### config.mk
export PLATFORM = sky130hd
export DESIGN_NAME = serial_adder
export DESIGN_NICKNAME = d
export VERILOG_FILES = /design/src/rtl/serial_adder_pkg.sv /design/src/rtl/serial_adder_digit.sv /design/src/rtl/serial_adder.sv
export SDC_FILE = /design/constraint.sdc
export NUM_CORES = 1
export LEC_CHECK = 0
export CORE_ASPECT_RATIO = 1.25
export CORE_MARGIN = 5
export CORE_UTILIZATION = 40
export CTS_CLUSTER_DIAMETER = 80
export DETAILED_ROUTE_END_ITERATION = 12
export PLACE_DENSITY = 0.66
export SLEW_MARGIN = 0
export SYNTH_ARGS = -nofsm -noshare
export SYNTH_HDL_FRONTEND = slang
export SYNTH_SLANG_ARGS = --single-unit
### constraint.sdc
create_clock -name clk -period 1.47 [get_ports clk]
set_clock_uncertainty 0.05 [all_clocks]
set_input_delay 0.294 -clock clk [delete_from_list [all_inputs] [get_ports clk]]
set_output_delay 0.294 -clock clk [all_outputs]
set_load 0.05 [all_outputs]
### src/rtl/serial_adder_pkg.sv
// Shared types and helpers for the digit-serial adder.
package serial_adder_pkg;

  typedef enum logic [1:0] {
    StIdle,
    StRun,
    StDone
  } state_e;

  // Ceiling log2 used at elaboration time. It returns 0 for n <= 1.
  function automatic int unsigned clog2(input int unsigned n);
    int unsigned r;
    r = 0;
    for (int unsigned i = 0; i < 32; i++) begin
      if ((64'd1 << i) < 64'(n)) r = i + 1;
    end
    return r;
  endfunction

endpackage

### src/rtl/serial_adder_digit.sv
// Combinational DIGIT-bit ripple adder built from full-adder cells.
module adder_digit #(
  parameter int unsigned DIGIT = 1
) (
  input  logic [DIGIT-1:0] a,
  input  logic [DIGIT-1:0] b,
  input  logic             cin,
  output logic [DIGIT-1:0] sum,
  output logic             cout,
  output logic             c_msb
);

  logic [DIGIT:0] c;

  assign c[0] = cin;

  for (genvar i = 0; i < DIGIT; i++) begin : g_fa
    assign sum[i]   = a[i] ^ b[i] ^ c[i];
    assign c[i + 1] = (a[i] & b[i]) | (a[i] & c[i]) | (b[i] & c[i]);
  end

  assign cout  = c[DIGIT];
  // Carry into the top bit; XORed with cout it gives signed overflow.
  assign c_msb = c[DIGIT-1];

endmodule

### src/rtl/serial_adder.sv
// Digit-serial add/subtract unit with a valid/ready handshake on each side.
module serial_adder
  import serial_adder_pkg::*;
#(
  parameter int unsigned WIDTH = 8,
  parameter int unsigned DIGIT = 1
) (
  input  logic             clk,
  input  logic             rst,
  input  logic             in_valid,
  output logic             in_ready,
  input  logic [WIDTH-1:0] a,
  input  logic [WIDTH-1:0] b,
  input  logic             c_in,
  input  logic             sub,
  output logic             out_valid,
  input  logic             out_ready,
  output logic [WIDTH-1:0] sum,
  output logic             c_out,
  output logic             ovf
);

  localparam int unsigned NDig = WIDTH / DIGIT;
  localparam int unsigned CntW = (clog2(NDig) > 0) ? clog2(NDig) : 1;
  localparam logic [CntW-1:0] LastCnt = CntW'(NDig - 1);

  if (DIGIT < 1 || WIDTH < 2 || WIDTH > 64 || (WIDTH % DIGIT) != 0) begin : g_param_err
    $fatal(1, "serial_adder: WIDTH must be 2..64 and a multiple of DIGIT");
  end

  state_e            state_q, state_d;
  logic [CntW-1:0]   cnt_q, cnt_d;
  logic [WIDTH-1:0]  a_q, a_d;
  logic [WIDTH-1:0]  b_q, b_d;
  logic [WIDTH-1:0]  res_q, res_d;
  logic              carry_q, carry_d;
  logic              ovf_q, ovf_d;

  logic [DIGIT-1:0]  dig_sum;
  logic              dig_cout;
  logic              dig_cmsb;

  adder_digit #(
    .DIGIT (DIGIT)
  ) u_adder_digit (
    .a     (a_q[DIGIT-1:0]),
    .b     (b_q[DIGIT-1:0]),
    .cin   (carry_q),
    .sum   (dig_sum),
    .cout  (dig_cout),
    .c_msb (dig_cmsb)
  );

  always_comb begin
    state_d = state_q;
    cnt_d   = cnt_q;
    a_d     = a_q;
    b_d     = b_q;
    res_d   = res_q;
    carry_d = carry_q;
    ovf_d   = ovf_q;
    unique case (state_q)
      StIdle: begin
        if (in_valid) begin
          a_d     = a;
          // Subtraction is a + ~b + 1, so the +1 rides in on the carry.
          b_d     = sub ? ~b : b;
          carry_d = sub ? 1'b1 : c_in;
          cnt_d   = '0;
          state_d = StRun;
        end
      end
      StRun: begin
        res_d   = (res_q >> DIGIT) | (WIDTH'(dig_sum) << (WIDTH - DIGIT));
        carry_d = dig_cout;
        a_d     = a_q >> DIGIT;
        b_d     = b_q >> DIGIT;
        cnt_d   = cnt_q + 1'b1;
        if (cnt_q == LastCnt) begin
          ovf_d   = dig_cmsb ^ dig_cout;
          state_d = StDone;
        end
      end
      StDone: begin
        if (out_ready) state_d = StIdle;
      end
      default: state_d = StIdle;
    endcase
  end

  always_ff @(posedge clk or posedge rst) begin
    if (rst) begin
      state_q <= StIdle;
      cnt_q   <= '0;
      a_q     <= '0;
      b_q     <= '0;
      res_q   <= '0;
      carry_q <= 1'b0;
      ovf_q   <= 1'b0;
    end else begin
      state_q <= state_d;
      cnt_q   <= cnt_d;
      a_q     <= a_d;
      b_q     <= b_d;
      res_q   <= res_d;
      carry_q <= carry_d;
      ovf_q   <= ovf_d;
    end
  end

  assign in_ready  = (state_q == StIdle);
  assign out_valid = (state_q == StDone);
  assign sum       = res_q;
  // The carry register holds the final carry-out once the last digit is done.
  assign c_out     = carry_q;
  assign ovf       = ovf_q;

endmodule
# ---- After elaboration in Yosys (flattened, before gate mapping)
# Cells that the tools add are included.
dict set report totals {
  regBits 31
  output_inout_bits 12
}
dict set report op_classes {
  n_addsub 1
  eq_ne 6
  muxes 14
  n_bitwise 10
  reduce_logical 5
}
# operator n
set op_table {}
lappend op_table {{$pmux W8 S2} 2}
lappend op_table {{$mux W8} 3}
lappend op_table {{$not A8 Y8} 1}
lappend op_table {{$or A7 B8 Y8} 1}
lappend op_table {{$mux W2} 3}
lappend op_table {{$pmux W2 S3} 1}
lappend op_table {{$pmux W3 S2} 1}
lappend op_table {{$ne A2 B2 Y1 const B} 2}
lappend op_table {{$reduce_and A2 Y1} 2}
lappend op_table {{$add A3 B1 Y3 const B} 1}
lappend op_table {{$and A1 B1 Y1} 3}
lappend op_table {{$eq A3 B3 Y1 const B} 1}
lappend op_table {{$mux W3} 1}
lappend op_table {{$reduce_and A3 Y1} 1}
lappend op_table {{$xor A1 B1 Y1} 3}
lappend op_table {{$eq A2 B1 Y1 const B} 1}
lappend op_table {{$eq A2 B2 Y1 const B} 1}
lappend op_table {{$logic_not A2 Y1} 1}
lappend op_table {{$mux W1} 2}
lappend op_table {{$ne A2 B1 Y1 const B} 1}
lappend op_table {{$or A1 B1 Y1} 2}
lappend op_table {{$pmux W1 S2} 1}
lappend op_table {{$reduce_bool A2 Y1} 1}

# ---- Longest topological paths before layout
# Gate-level depths: netlist (run 1).
dict set report logic_depth {
  ltp_word 4
  ltp_mapped 4
}

# ---- Cells and area by module
# Synthesis (run 1) repeated with hierarchy kept, for this count alone.
dict set report unflattened {
  cells_unflattened 123
  area_unflattened_um2 1478.9
}
# mod n_inst cells_per_inst area_per_inst_um2
set modules_own_cells {}
lappend modules_own_cells {serial_adder 1 121 1451.4}
lappend modules_own_cells {adder_digit 1 2 27.5}

# ---- Least setup slack after synthesis (run 1)
# No wires, ideal clock.
dict set report synth_path {
  kind {flip-flop to output port}
  startpoint {register state_q[1]}
  endpoint {output port in_ready}
  arrival_ps 1394
  required_ps 1126
  path_slack_ps -268
  stages_incl_launch_ff 4
  path_buffers 2
  cell_sequence {dfrtp_1 buf_2 buf_2 nor2_1}
}
dict set report synth_between {
  elab_chain_cells 1
}
# item line_no
set synth_lines {}
lappend synth_lines {{start: declaration} serial_adder.sv:31} ;# state_e state_q, state_d;
lappend synth_lines {{start signal: assignment} serial_adder.sv:93} ;# state_q <= StIdle;
lappend synth_lines {{start signal: assignment} serial_adder.sv:101} ;# state_q <= state_d;
lappend synth_lines {{$logic_not A2 Y1} serial_adder.sv:111} ;# assign in_ready = (state_q == StIdle);
lappend synth_lines {{end: declaration} serial_adder.sv:11} ;# output logic in_ready,
# Every way passes these cells.

# ---- Final worst setup path (run 1)
dict set report layout_path {
  startpoint {register state_q[0]}
  endpoint {output port out_valid}
}
dict set report layout_between {
  elab_chain_cells 1
}
# item line_no
set layout_lines {}
lappend layout_lines {{$eq A2 B2 Y1} serial_adder.sv:112} ;# assign out_valid = (state_q == StDone);
lappend layout_lines {{end: declaration} serial_adder.sv:16} ;# output logic out_valid,
# Every way passes these cells.

==> impl_metrics.tcl, run 1 <==
set metrics [dict create \
    critPathCaptureType "primary output" \
    clk_pin_slew_ns 0.07 \
    root_buffer "clkbuf_8" \
    synth_top_area_cell "dfrtp_1" \
    clk_latency_ns 0.28 \
    core-area_um2 3754 \
    setup_violations 1 \
    drive_gt1_frac 0.2781 \
    ys_ff_latch 31 \
    final_net_count 211 \
    synthMuxAreaShare 0.06601 \
    min_path_type "input pin to async pin" \
    synth_top_cell_area_share 0.5053 \
    slew_headroom 0.8422 \
    ys_types 29 \
    violations "setup timing" \
    design_area_um2 2301 \
    synth_fa_ha_area_frac 0.02934 \
    netlist_area_um2 1535 \
    first_pass_iters 4 \
    synth_top_flop_cell "dfrtp_1" \
    max_freq_ghz 0.6675 \
    dpl_worst_slack_ns -0.2561 \
    initial_utilization 0.4090 \
    rsz0062_at_grt "yes" \
    cts.sinks 31 \
    critical_path_class "register to primary output" \
    ant_nets 0 \
    drtIter0Drc 20 \
    synthXorXnorAreaFrac 0.05134 \
    startpoint_type "register" \
    diodes 0 \
    drc 0 \
    ioPinCount 34 \
    die_height_um 79.27 \
    period_minus_slack_ns 1.498 \
    tns_ns -0.02802 \
    io_buffers 33 \
    globalplace.congestion 0.7436 \
    cp.arrival_ns 1.15 \
    worst_pin_slew_ns 0.2366 \
    antenna_found_initial 0 \
    synth-edff-count 0 \
    ys_async_sr_fraction 1.000 \
    power.density_nw_per_um2 2224 \
    cts_buffer_depth 2 \
    grt_overflow_total 0 \
    worst_slack_ns -0.02802 \
    synth_compound_area_frac 0.1899 \
    synth-simple-area-share 0.1157 \
    syn_inst 138 \
    syn2layout_area_growth_pct 49.88 \
    outcome "finished, violations left" \
    synth_seq_area_share 0.5053 \
    hold_violations 0 \
    synth_common_cells "dfrtp_1 (31), nand2_1 (17), o21ai_1 (11)" \
    cts_tree "yes" \
    dpl-instance-area_um2 2102 \
    slew_viol_final 0 \
    drv_cap 0 \
    grt_start_max_net_pins 32 \
    wl_per_cell_um 15.29 \
    avgSynthCellArea_um2 11.12 \
    ir_drop_mv 0.8789 \
    dpl.hpwl_mm 2.455 \
    via_per_inst 5.326 \
    grt_usage 0.1444 \
    dr_total_vias 1209 \
    cts_buffers 5 \
    ys_warn_count 0 \
    routed_wirelength_mm 3.471 \
    grt_pass1_wl_mm 5.789 \
    synth.top_cells.by_area "dfrtp_1 (51%), mux2_1 (5.9%), o221ai_2 (5.9%)" \
    p_leak_nw 0.9896 \
    row_count 25 \
    synthMostInstantiatedCell "dfrtp_1" \
    synthesis.nets 163 \
    dieArea_um2 5185 \
    die_x_um 65.41 \
    worst_ep_required_time_ns 1.13 \
    cp_max_fo 4 \
    htree_levels 2 \
    synth_top_family_by_area "compound AO/OA/AOI/OAI gates" \
    period_share 1.019 \
    grt_pass1_vias 1256 \
]
layer usage:
layer,part of all wire,vias to the layer above,global-route usage,wire length [um]
met1,0.41,588,0.1697,1422
met5,0,-,0,0
met3,0.046,8,0.03678,160
met4,0.017,0,0.06846,58
met2,0.53,32,0.2432,1830
li1,-,581,-,-
critical path, cell delays in order (launching register included):
cell     delay [ns]
dfrtp_1        0.43
buf_6          0.15
nor2b_4        0.14
buf_12         0.15
power breakdown:
group | total (mW) | leakage, nW | switching [mW] | internal [mW]
sequential | 1.54 | 0.387 | 0.312 | 1.23
clock | 0.867 | 0.0612 | 0.319 | 0.548
combinational | 2.71 | 0.542 | 1.31 | 1.40
metrics by stage:
stage	utilization	hold WS (ns)	std cells	power [mW]
final	0.6130	0.3082	227	5.117
after global routing	0.6130	0.3400	227	5.422
after global placement	0.5600	0.4183	215	4.053
after floorplan	-	0.3474	138	3.000
after CTS	0.6043	0.3073	227	5.104
after detailed placement	0.5600	0.4210	215	4.127
area by class of cell:
| cell class | instances | area (um^2) |
|---|---|---|
| Multi-Input combinational cell | 95 | 723.2 |
| Tap cell | 40 | 50.05 |
| Sequential cell | 31 | 778.2 |
| Clock inverter | 2 | 35.03 |
| Timing Repair Buffer | 51 | 624.3 |
| Inverter | 2 | 7.507 |
| Clock buffer | 6 | 82.58 |
| Fill cell | 321 | 1453 |
path summary, 6_finish.rpt:
path / start / endpoint / slack [ns] / cells past startpoint
setup / recovery: state_q[0]$_DFFE_PP0P_ / out_valid / -0.03 / 3
hold / removal: rst / sum[6]$_DFFE_PP0P_ / 0.31 / 3
setup reg to reg: state_q[1]$_DFFE_PP0P_ / sum[6]$_DFFE_PP0P_ / 0.02 / 4
hold reg to reg: b_q[3]$_DFFE_PP0P_ / b_q[3]$_DFFE_PP0P_ / 0.44 / 2
max in group asynchronous: rst / state_q[1]$_DFFE_PP0P_ / 0.88 / 3
min in group clk: b_q[3]$_DFFE_PP0P_ / b_q[3]$_DFFE_PP0P_ / 0.44 / 2
repair_timing:
| item | 4_1_cts | 5_1_grt |
|---|---|---|
| setup buffers | 4 | 0 |
| resized for setup | 5 | 8 |
| hold endpoints to repair | 0 | 0 |
| endpoints found under the setup margin | 2 | 16 |
| pin swaps | 0 | 1 |
| cloned | 0 | 0 |
| hold buffers | 0 | 0 |
logic make-up (layout without fill, tap and decap cells):
logic type               Yosys count  count (layout)
buffers and inverters             12              61
AND/OR/NAND/NOR                   35              35
XOR/XNOR                           9               9
multiplexers                       9               9
AO/OA/AOI/OAI                     39              39
adder cells (fa/ha/maj)            3               3
flip-flops                        31              31
sequential cells by signal (all words and copies together), names as in the netlist:
register  count
ovf           1
c_out         1
a_q           8
state_q       2
cnt_q         3
b_q           8
sum           8
cells in the final DEF, fill, tap and decap left out, types with 2 or more instances in the layout:
master,count
dfrtp_2,2
dfrtp_1,29
and3b_1,2
mux2_1,8
a21oi_1,10
nand2_1,17
a22o_1,3
inv_1,2
o21ai_1,11
nor2_1,2
nor2b_1,7
o221ai_2,6
nand2b_1,2
ha_1,2
buf_4,10
clkdlybuf4s50_1,21
clkbuf_8,6
a22oi_1,5
buf_12,13
buf_6,7
xnor2_1,8
Note: power is estimated with default switching activity, not from simulation.
==> run 2, diff against run 1 <==
CTS_CLUSTER_DIAMETER = 40   (was 80)
==> results of run 2 <==
The final DEF is identical to that of run 1; final timing and power are the same.
